File: src/rtl/full_subtractor_64bit_pkg.sv
// Shared ALU constants for the registered ripple-borrow subtractor.
// Holds the datapath width used by the interface and the top level.
package full_subtractor_64bit_pkg;

    localparam int FS_WIDTH = 64;

endpackage

File: src/rtl/full_subtractor_64bit_if.sv
// Operand/result bundle for the registered subtractor.
// master drives in_valid/A/B/Bin; slave returns out_valid/Diff/Bout.
interface full_subtractor_64bit_if
    import full_subtractor_64bit_pkg::*;
#(
    parameter int WIDTH = FS_WIDTH
);

    logic             in_valid;
    logic [WIDTH-1:0] A;
    logic [WIDTH-1:0] B;
    logic             Bin;
    logic             out_valid;
    logic [WIDTH-1:0] Diff;
    logic             Bout;

    modport master (
        output in_valid,
        output A,
        output B,
        output Bin,
        input  out_valid,
        input  Diff,
        input  Bout
    );

    modport slave (
        input  in_valid,
        input  A,
        input  B,
        input  Bin,
        output out_valid,
        output Diff,
        output Bout
    );

endinterface

File: src/rtl/full_subtractor_1bit.sv
// Single-bit full subtractor cell: d = a - b - bin with borrow-out.
// Ports: a, b, bin in; d, bout out.
module full_subtractor_1bit (
    input  logic a,
    input  logic b,
    input  logic bin,
    output logic d,
    output logic bout
);

    logic a_xor_b;

    assign a_xor_b = a ^ b;
    assign d       = a_xor_b ^ bin;
    // Borrow when b exceeds a, or when a==b and a borrow arrives.
    assign bout    = (~a & b) | (~a_xor_b & bin);

endmodule

File: src/rtl/full_subtractor_64bit.sv
// Registered ripple-borrow subtractor: {Bout,Diff} = A - B - Bin, 1-cycle latency.
// Ports: clk, rst_n (async active-low), bus (slave: operands in, result out).
module full_subtractor_64bit
    import full_subtractor_64bit_pkg::*;
#(
    parameter int WIDTH = FS_WIDTH
) (
    input  logic                   clk,
    input  logic                   rst_n,
    full_subtractor_64bit_if.slave bus
);

    logic [WIDTH:0]   borrow;
    logic [WIDTH-1:0] diff_c;

    assign borrow[0] = bus.Bin;

    for (genvar i = 0; i < WIDTH; i++) begin : g_bit
        full_subtractor_1bit u_bit (
            .a    (bus.A[i]),
            .b    (bus.B[i]),
            .bin  (borrow[i]),
            .d    (diff_c[i]),
            .bout (borrow[i+1])
        );
    end

    logic [WIDTH-1:0] diff_d, diff_q;
    logic             bout_d, bout_q;
    logic             valid_d, valid_q;

    // Idle cycles drop out_valid but keep the last result visible.
    always_comb begin
        diff_d  = diff_q;
        bout_d  = bout_q;
        valid_d = 1'b0;
        if (bus.in_valid) begin
            diff_d  = diff_c;
            bout_d  = borrow[WIDTH];
            valid_d = 1'b1;
        end
    end

    always_ff @(posedge clk or negedge rst_n) begin
        if (!rst_n) begin
            diff_q  <= '0;
            bout_q  <= 1'b0;
            valid_q <= 1'b0;
        end else begin
            diff_q  <= diff_d;
            bout_q  <= bout_d;
            valid_q <= valid_d;
        end
    end

    assign bus.Diff      = diff_q;
    assign bus.Bout      = bout_q;
    assign bus.out_valid = valid_q;

endmodule

File: src/flat_wrapper.sv
// flat-port wrapper written by rule: the top's interface ports become plain ports
module full_subtractor_64bit_flat import full_subtractor_64bit_pkg::*;
#(
    parameter int WIDTH = FS_WIDTH
)
  (clk, rst_n, bus_in_valid, bus_A, bus_B, bus_Bin, bus_out_valid, bus_Diff, bus_Bout);
  full_subtractor_64bit_if #(.WIDTH(WIDTH)) bus_i ();
  input  logic clk;
  input  logic rst_n;
  input wire logic [$bits(bus_i.in_valid)-1:0] bus_in_valid;
  input wire logic [$bits(bus_i.A)-1:0] bus_A;
  input wire logic [$bits(bus_i.B)-1:0] bus_B;
  input wire logic [$bits(bus_i.Bin)-1:0] bus_Bin;
  output wire logic [$bits(bus_i.out_valid)-1:0] bus_out_valid;
  output wire logic [$bits(bus_i.Diff)-1:0] bus_Diff;
  output wire logic [$bits(bus_i.Bout)-1:0] bus_Bout;
  assign bus_i.in_valid = bus_in_valid;
  assign bus_i.A = bus_A;
  assign bus_i.B = bus_B;
  assign bus_i.Bin = bus_Bin;
  assign bus_out_valid = bus_i.out_valid;
  assign bus_Diff = bus_i.Diff;
  assign bus_Bout = bus_i.Bout;
  full_subtractor_64bit #(.WIDTH(WIDTH)) u_core (.clk(clk), .rst_n(rst_n), .bus(bus_i));
endmodule
File: config.mk
export PLATFORM = sky130hd
export DESIGN_NAME = full_subtractor_64bit_flat
export DESIGN_NICKNAME = d
export VERILOG_FILES = /design/src/rtl/full_subtractor_64bit_pkg.sv /design/src/rtl/full_subtractor_64bit_if.sv /design/src/rtl/full_subtractor_1bit.sv /design/src/rtl/full_subtractor_64bit.sv /design/src/flat_wrapper.sv
export SDC_FILE = /design/constraint.sdc
export NUM_CORES = 1
export LEC_CHECK = 0
export BUFFER_PORTS_ARGS = -buffer_cell sky130_fd_sc_hd__buf_2
export CORE_ASPECT_RATIO = 1.2
export CORE_MARGIN = 4
export CORE_UTILIZATION = 40
export CTS_CLUSTER_DIAMETER = 120
export CTS_CLUSTER_SIZE = 24
export DETAILED_ROUTE_END_ITERATION = 7
export PLACE_DENSITY = 0.75
export SLEW_MARGIN = 10
export SYNTH_ARGS = -nofsm -noshare
export SYNTH_HDL_FRONTEND = slang
export SYNTH_SLANG_ARGS = --single-unit
File: constraint.sdc
create_clock -name clk -period 1.2 [get_ports clk]
set_clock_uncertainty 0.2 [all_clocks]
set_input_delay 0.06 -clock clk [delete_from_list [all_inputs] [get_ports clk]]
set_output_delay 0.06 -clock clk [all_outputs]
set_load 0.005 [all_outputs]
==> results of run 1 <==
==> area by class of cell <==
cell class | count | area, um^2
clock buffer | 13 | 270
clock inverter | 2 | 35.0
fill | 784 | 3890
inverter | 108 | 423
multi-input combinational | 151 | 2140
sequential | 66 | 1650
tap | 123 | 154
timing repair buffer | 208 | 1140
==> worst max path at each step <==
stage          startpoint                  end  depth (start not counted)
3_3_place_gp      bus_Bin  u_core.bus.Diff[63]                         69
3_5_place_dp      bus_Bin  u_core.bus.Diff[63]                         69
2_1_floorplan     bus_Bin  u_core.bus.Diff[63]                         68
4_1_cts           bus_Bin  u_core.bus.Diff[63]                         69
5_1_grt           bus_Bin  u_core.bus.Diff[63]                         69
6_report          bus_Bin  u_core.bus.Diff[63]                         69
==> power breakdown <==
part	switching [uW]	internal [uW]
clock	848	1760
sequential	282	2730
combinational	1110	1170
==> state kept, by name, indices dropped and copies added, names as in the netlist <==
signal	flops
u_core.bus.Diff	64
u_core.bus.Bout	1
u_core.bus.out_valid	1
==> layer usage <==
metal	part of all wire, %	vias up	GRT usage (%)
met5	0	-	0
met4	2.0	0	6.92
met3	9.4	17	4.54
met2	52	141	30.8
met1	36	1443	19.1
li1	-	1383	-
==> cells in the final DEF, fill, tap and decap left out, types with 2 or more instances in the layout <==
| cell type | count |
|---|---|
| mux2i_1 | 41 |
| inv_2 | 2 |
| dfrtp_1 | 66 |
| buf_12 | 4 |
| a21oi_1 | 2 |
| inv_1 | 104 |
| a21oi_2 | 20 |
| buf_2 | 194 |
| clkbuf_8 | 3 |
| fa_2 | 63 |
| buf_4 | 6 |
| nor2_1 | 22 |
| dlygate4sd3_1 | 2 |
| clkbuf_16 | 9 |
==> worst min-delay path: stages <==
cell,delay [ps]
buf_2,100
fa_1,170
a21oi_1,60
==> kinds of logic (layout without fill, tap and decap cells) <==
family	count (synthesis)	after routing	share of synthesized area, %
buffers and inverters	118	331	12.0
DFF	66	66	40.8
adders and majority gates	64	64	31.7
muxes	43	43	10.7
AOI/OAI and AO/OA	22	22	2.72
and+or+nand+nor	22	22	2.04
==> what timing repair did <==
action	in CTS	in global routing
setup endpoints to repair	64	63
gates resized for setup	24	4
pin swaps	1	1
hold buffers	1	1
endpoints found under the hold margin	131	65
==> stage by stage <==
step	total power, uW	cells	setup TNS [ps]
after global placement	5150	654	-707690
final	7910	671	-690100
after global routing	8500	671	-705750
after floorplan	4040	335	-682890
after CTS	8040	670	-690330
after detailed placement	5260	654	-715390
==> reports/qor_table.md, run 1 <==
| Step | Quantity | Reported |
| --- | --- | --- |
| hold path | Hold wc startpoint | bus_A[63] |
| yosys | Area contributors post-synth | dfrtp_1, fa_1, mux2i_1 |
| floorplanning | Area of the core region | 9710 um^2 |
| clock tree | Clock latency on the worst-skew pair | 310 ps |
| flow run | Max-cap violation count | 0 |
| critical path | Cell with the most instances on the worst path | fa_2 |
| placed design | Area of placed instances | 5400 um^2 |
| yosys | Number of synthesized register bits | 66 |
| yosys | Async set or reset register ratio after synthesis | 100% |
| critical path | Reg-to-reg critical path endpoint | u_core.bus.Diff[63] |
| yosys | Sequential area share after synthesis | 40.8% |
| critical path | Max incr delay on CP | 390 ps |
| yosys | Post-synth cell types | 11 |
| power and ir drop | P_leak | 0.00308 uW |
| floorplanning | Die H | 118 um |
| critical path | Largest fanout on the critical path | 1 |
| detailed routing | Router iterations before antenna repair | 3 |
| global routing | All-layer global routing usage | 17.2% |
| detailed routing | Post-route DRC violation count | 0 |
| timing | Peak Freq | 0.0439 GHz |
| detailed routing | Routed wire length per instance | 14.7 um |
| global routing | Number of antenna violations at the first check in global routing | 0 |
| yosys | List of most frequent post-synthesis cells | inv_1, dfrtp_1, fa_1 |
| yosys | Cell count after synthesis | 335 |
| timing | RSZ-0062 raised after global routing | yes |
| run status | Violations in the final reports | negative hold slack, negative setup slack |
| clock tree | Number of buffers inserted by post-CTS setup repair | 0 |
| yosys | Predominant post-synthesis flop cell | dfrtp_1 |
| timing | Number of endpoints failing setup at the final stage | 64 |
| critical path | Internal reg-to-reg setup slack | 230 ps |
| timing | Min Tclk post-route | 22770 ps |
| timing | Worst hold slack after final layout | -87.8 ps |
| detailed routing | First DRT Iteration DRCs | 49 |
| clock tree | Sinks on the clock net | 66 |
| detailed routing | Count of nets left with antenna violations after detail routing | 0 |
| final layout | Total number of nets in the final design | 740 |
| hold path | Worst-case hold path end point | u_core.bus.Bout |
| floorplanning | Count of pins on the block boundary | 198 |
| clock tree | H-tree depth | 3 |
| global routing | Grt total ovfl | 0 |
| critical path | Start of the worst register-to-register path | u_core.bus.Diff[63] |
| placed design | Detail Placement HPWL | 8200 um |
| timing | Worst relative slew slack | 72.7% |
| final layout | Share of post-route cells with drive strength above 1 | 56.4% |
| timing | Transition time at the pin with the least slew margin | 408 ps |
| final layout | Number of antenna cells inserted | 0 |
| yosys | Warning count from the yosys run | 0 |
| yosys | Synthesized area per cell | 12.1 um^2 |
| timing | Least setup slack across all paths after layout | -21570 ps |
| placed design | Number of I/O port buffers | 197 |
| hold path | Hold/Removal Path Class | in2reg |
| global routing | Largest net degree at the start of global routing | 67 |
| critical path | CP Data Arrival Time | 22770 ps |
| critical path | Path depth of the worst reg2reg path | 1 |
| placed design | Worst-case setup slack after placement | -22000 ps |
| critical path | Worst EP required | 1200 ps |
| timing | Fin crit share | 1900% |
| clock tree | CTS clock-pin slew for the worst setup and hold paths | 50 ps |
| clock tree | Cell chosen for the clock root | clkbuf_16 |
| clock tree | CTS tree | built |
| timing | Final slew viol count | 0 |
| final layout | Final Instance Area | 5820 um^2 |
| yosys | Top-area cell type share of the netlist area | 40.8% |
| critical path | Buffers and inverters on the worst path | 4 |
| detailed routing | Via count | 2984 |
| run status | Result of the run | complete, but fails checks |
| global routing | Number of global-route vias before repair | 3495 |
| global routing | Wire length of the first global-routing pass | 16000 um |
| critical path | Type of the setup path with the least slack | in2reg |
| floorplanning | Die width | 99.8 um |
| critical path | Setup crit start kind | input port |
| placed design | Routability congestion estimate from global placement | 0.843 |
| critical path | CP max stage cell | fa_1 |
| critical path | Nature of the critical path endpoint | flop |
| timing | Number of hold-slack violations in the final timing report | 64 |
| detailed routing | Via density per instance | 4.45 |
| final layout | Fin util | 59.9% |
| final layout | Synth-to-layout area growth | 43.9% |
| detailed routing | Total Routed Length | 9880 um |
| critical path | Cell family with the largest share of critical-path delay | adder cells |
| clock tree | Maximum clock insertion buffer count | 2 |
| floorplanning | Die footprint | 11800 um^2 |
| floorplanning | Initial core utilization | 41.6% |
| clock tree | TritonCTS buffer count | 9 |
| yosys | Post-synthesis instance area | 4040 um^2 |
| power and ir drop | Total power divided by cell area | 1360 nW/um^2 |
| yosys | Synthesized net count | 531 |
| yosys | Library cell occupying the most area in the post-synthesis netlist | dfrtp_1 |
| power and ir drop | Largest vdd supply drop | 561 uV |
| hold path | Hold path cells | 3 |
| yosys | Number of synthesized flops with an enable pin | 0 |
| floorplanning | Number of cell rows | 39 |
| yosys | Cell with the most instances after synthesis | inv_1 |
Note: power is estimated with default switching activity, not from simulation.
==> run 2, diff against run 1 <==
--- a/config.mk
+++ b/config.mk
@@ -17,3 +17,4 @@
 export SYNTH_ARGS = -nofsm -noshare
 export SYNTH_HDL_FRONTEND = slang
 export SYNTH_SLANG_ARGS = --single-unit
+export TNS_END_PERCENT = 5
==> run 2 against run 1 <==
- the flow still finishes with violations (negative hold slack, negative setup slack)
- clock-buffer cell count fell by 2
- first-iteration DRC count is 18% higher
- die area stayed put
- setup slack got worse by 180 ps
- non-clock buffer count up 1
- critical path depth unchanged
- register-to-register slack gained 20 ps
- sequential cell count stayed put
- largest cell class unchanged
- highest routed layer unchanged
==> reports/qor_table.md, run 2 (synthesis results as in run 1) <==
| Step | Quantity | Reported | Delta |
| --- | --- | --- | --- |
| detailed routing | Routed wire length per instance | 15.1 um | was 14.7 um |
| global routing | All-layer global routing usage | 17.8% | was 17.2% |
| timing | Transition time at the pin with the least slew margin | 362 ps | was 408 ps |
| global routing | Global-route track usage on met1 | 19.9% | was 19.1% |
| floorplanning | Die H | 118 um | unchanged |
| global routing | Fraction of met2 tracks used by global routing | 31.8% | was 30.8% |
| critical path | Cell with the most instances on the worst path | fa_2 | unchanged |
| clock tree | Sinks on the clock net | 66 | unchanged |
| global routing | Grt peak-use layer | met2 | unchanged |
| final layout | Largest register FFs | 64 | unchanged |
| detailed routing | Router iterations before antenna repair | 4 | was 3 |
| critical path | Start point of the critical path | bus_Bin | unchanged |
| timing | Final slew viol count | 0 | unchanged |
| placed design | Worst-case setup slack after placement | -22120 ps | was -22000 ps |
| final layout | Number of antenna cells inserted | 0 | unchanged |
| final layout | Commonest non-fill, non-tap cells in the layout | buf_2, inv_1, dfrtp_1 | unchanged |
| timing | Number of endpoints failing setup at the final stage | 63 | was 64 |
| clock tree | Number of buffers inserted by post-CTS setup repair | 0 | unchanged |
| flow run | Max-cap violation count | 0 | unchanged |
| critical path | Max incr delay on CP | 420 ps | was 390 ps |
| power and ir drop | P_leak | 0.00306 uW | was 0.00308 uW |
| detailed routing | Count of nets left with antenna violations after detail routing | 0 | unchanged |
| placed design | Number of I/O port buffers | 197 | unchanged |
| floorplanning | Area of the core region | 9710 um^2 | unchanged |
| power and ir drop | Largest vdd supply drop | 617 uV | was 561 uV |
| clock tree | Clock latency on the worst-skew pair | 320 ps | was 310 ps |
| floorplanning | Count of pins on the block boundary | 198 | unchanged |
| final layout | Total number of nets in the final design | 741 | was 740 |
| placed design | Detail Placement HPWL | 8340 um | was 8200 um |
| clock tree | Hold-fix buffer count after cts | 2 | was 1 |
| timing | Min Tclk post-route | 22950 ps | was 22770 ps |
| run status | Violations in the final reports | negative hold slack, negative setup slack | unchanged |
| final layout | Fin util | 59.3% | was 59.9% |
| clock tree | CTS clock-pin slew for the worst setup and hold paths | 50 ps | about the same |
| timing | Peak Freq | 0.0436 GHz | was 0.0439 GHz |
| clock tree | Maximum clock insertion buffer count | 2 | unchanged |
| final layout | Synth-to-layout area growth | 42.5% | was 43.9% |
| clock tree | Cell chosen for the clock root | clkbuf_16 | unchanged |
| floorplanning | Number of cell rows | 39 | unchanged |
| timing | RSZ-0062 raised after global routing | yes | unchanged |
| global routing | Largest net degree at the start of global routing | 67 | unchanged |
| critical path | Worst EP required | 1200 ps | about the same |
| final layout | Share of post-route cells with drive strength above 1 | 56.5% | was 56.4% |
| critical path | CP Data Arrival Time | 22950 ps | was 22770 ps |
| global routing | Wire length of the first global-routing pass | 16500 um | was 16000 um |
| timing | Least setup slack across all paths after layout | -21750 ps | was -21570 ps |
| run status | Result of the run | complete, but fails checks | unchanged |
| power and ir drop | Total power divided by cell area | 1310 nW/um^2 | was 1360 nW/um^2 |
| critical path | Type of the setup path with the least slack | in2reg | unchanged |
| hold path | Hold wc startpoint | bus_A[63] | unchanged |
| clock tree | CTS tree | built | unchanged |
| final layout | Number of fillers in the final layout | 804 | was 784 |
| timing | Fin crit share | 1910% | was 1900% |
| critical path | Start of the worst register-to-register path | u_core.bus.Diff[0] | was u_core.bus.Diff[63] |
| global routing | Grt total ovfl | 0 | unchanged |
| clock tree | H-tree depth | 3 | unchanged |
| placed design | Routability congestion estimate from global placement | 0.842 | was 0.843 |
| clock tree | TritonCTS buffer count | 9 | unchanged |
| detailed routing | Total Routed Length | 10200 um | was 9880 um |
| hold path | Hold/Removal Path Class | in2reg | unchanged |
| floorplanning | Die footprint | 11800 um^2 | unchanged |
| detailed routing | Via count | 3021 | was 2984 |
| floorplanning | Initial core utilization | 41.6% | unchanged |
| timing | Worst relative slew slack | 75.9% | was 72.7% |
| critical path | Nature of the critical path endpoint | flop | unchanged |
| critical path | Largest fanout on the critical path | 1 | unchanged |
| global routing | Met3 GRT Util | 5.72% | was 4.54% |
| critical path | Setup crit start kind | input port | unchanged |
| timing | Worst hold slack after final layout | -79.8 ps | was -87.8 ps |
| critical path | Internal reg-to-reg setup slack | 250 ps | was 230 ps |
| final layout | Leading cell type in the layout, fill and taps excluded | buf_2 | unchanged |
| global routing | Number of global-route vias before repair | 3544 | was 3495 |
| timing | Number of hold-slack violations in the final timing report | 65 | was 64 |
| detailed routing | Post-route DRC violation count | 0 | unchanged |
| detailed routing | Via density per instance | 4.50 | was 4.45 |
| critical path | CP max stage cell | fa_2 | was fa_1 |
| floorplanning | Die width | 99.8 um | unchanged |
| global routing | Number of antenna violations at the first check in global routing | 0 | unchanged |
| detailed routing | First DRT Iteration DRCs | 58 | was 49 |
==> run 2: changes by cell type in the layout (fill, tap and decap cells not counted) <==
| cell | before | now |
|---|---|---|
| clkinv_2 | 1 | 4 |
| fa_2 | 63 | 64 |
| clkbuf_1 | 1 | 2 |
| buf_12 | 4 | 3 |
| mux2_2 | 1 | 2 |
| dlymetal6s4s_1 | 0 | 1 |
| clkbuf_8 | 3 | 0 |
| bufinv_16 | 1 | 0 |
| mux2_4 | 1 | 0 |
| buf_4 | 6 | 8 |
| dlygate4sd3_1 | 2 | 1 |
| fa_1 | 1 | 0 |
==> run 2: layout make-up <==
class	instances	area, um^2	share of cell area (%)
multi-input combinational	151	2140	37.2
sequential	66	1650	28.7
timing repair buffer	209	1140	19.8
inverter	108	423	7.34
clock buffer	11	233	4.04
tap	123	154	2.67
clock inverter	4	20.0	0.347
==> run 2: worst paths after layout <==
path,end,cells past startpoint
hold / removal,u_core.bus.Bout,3
min in group asynchronous,u_core.bus.Diff[0],3
hold reg to reg,u_core.bus.Diff[14],2
max in group asynchronous,u_core.bus.Diff[48],3
setup reg to reg,u_core.bus.Diff[0],1
setup / recovery,u_core.bus.Diff[63],69
==> run 2: through the flow <==
stage          total power, uW  instance area (um^2)  setup TNS (ps)  hold slack [ps]  instances
2_1_floorplan             4040                  4220         -683040             -436        335
5_1_grt                   8130                  5760         -706580            -87.1        672
4_1_cts                   7660                  5720         -694040            -93.2        672
6_report                  7570                  5760         -693040            -79.8        672
3_5_place_dp              5280                  5390         -718160            -83.4        655
3_3_place_gp              5150                  5390         -708550            -90.7        655
==> run 2: routing by layer <==
metal | vias to the layer above | share of wire, %
li1 | 1380 | -
met1 | 1475 | 36
met2 | 149 | 53
met3 | 17 | 9.7
met4 | 0 | 1.8
met5 | - | 0
==> run 2: timing repair <==
item / 4_1_cts / 5_1_grt
gates cloned: 0 / 0
endpoints found under the setup margin: 64 / 66
resized for setup: 16 / 13
hold endpoints to repair: 131 / 65
pin swaps: 13 / 8
==> run 2: critical path: cells and delay by family <==
kind,cells,cell delay (ps)
adder cells (fa/ha/maj),64,22320
buffers and inverters,4,260
multiplexers,1,270
==> run 2: where the power goes <==
group | internal [uW] | switching [uW] | total (uW)
Sequential | 2730 | 278 | 3010
Clock | 1370 | 887 | 2260
Combinational | 1180 | 1130 | 2310
Total | 5280 | 2290 | 7570
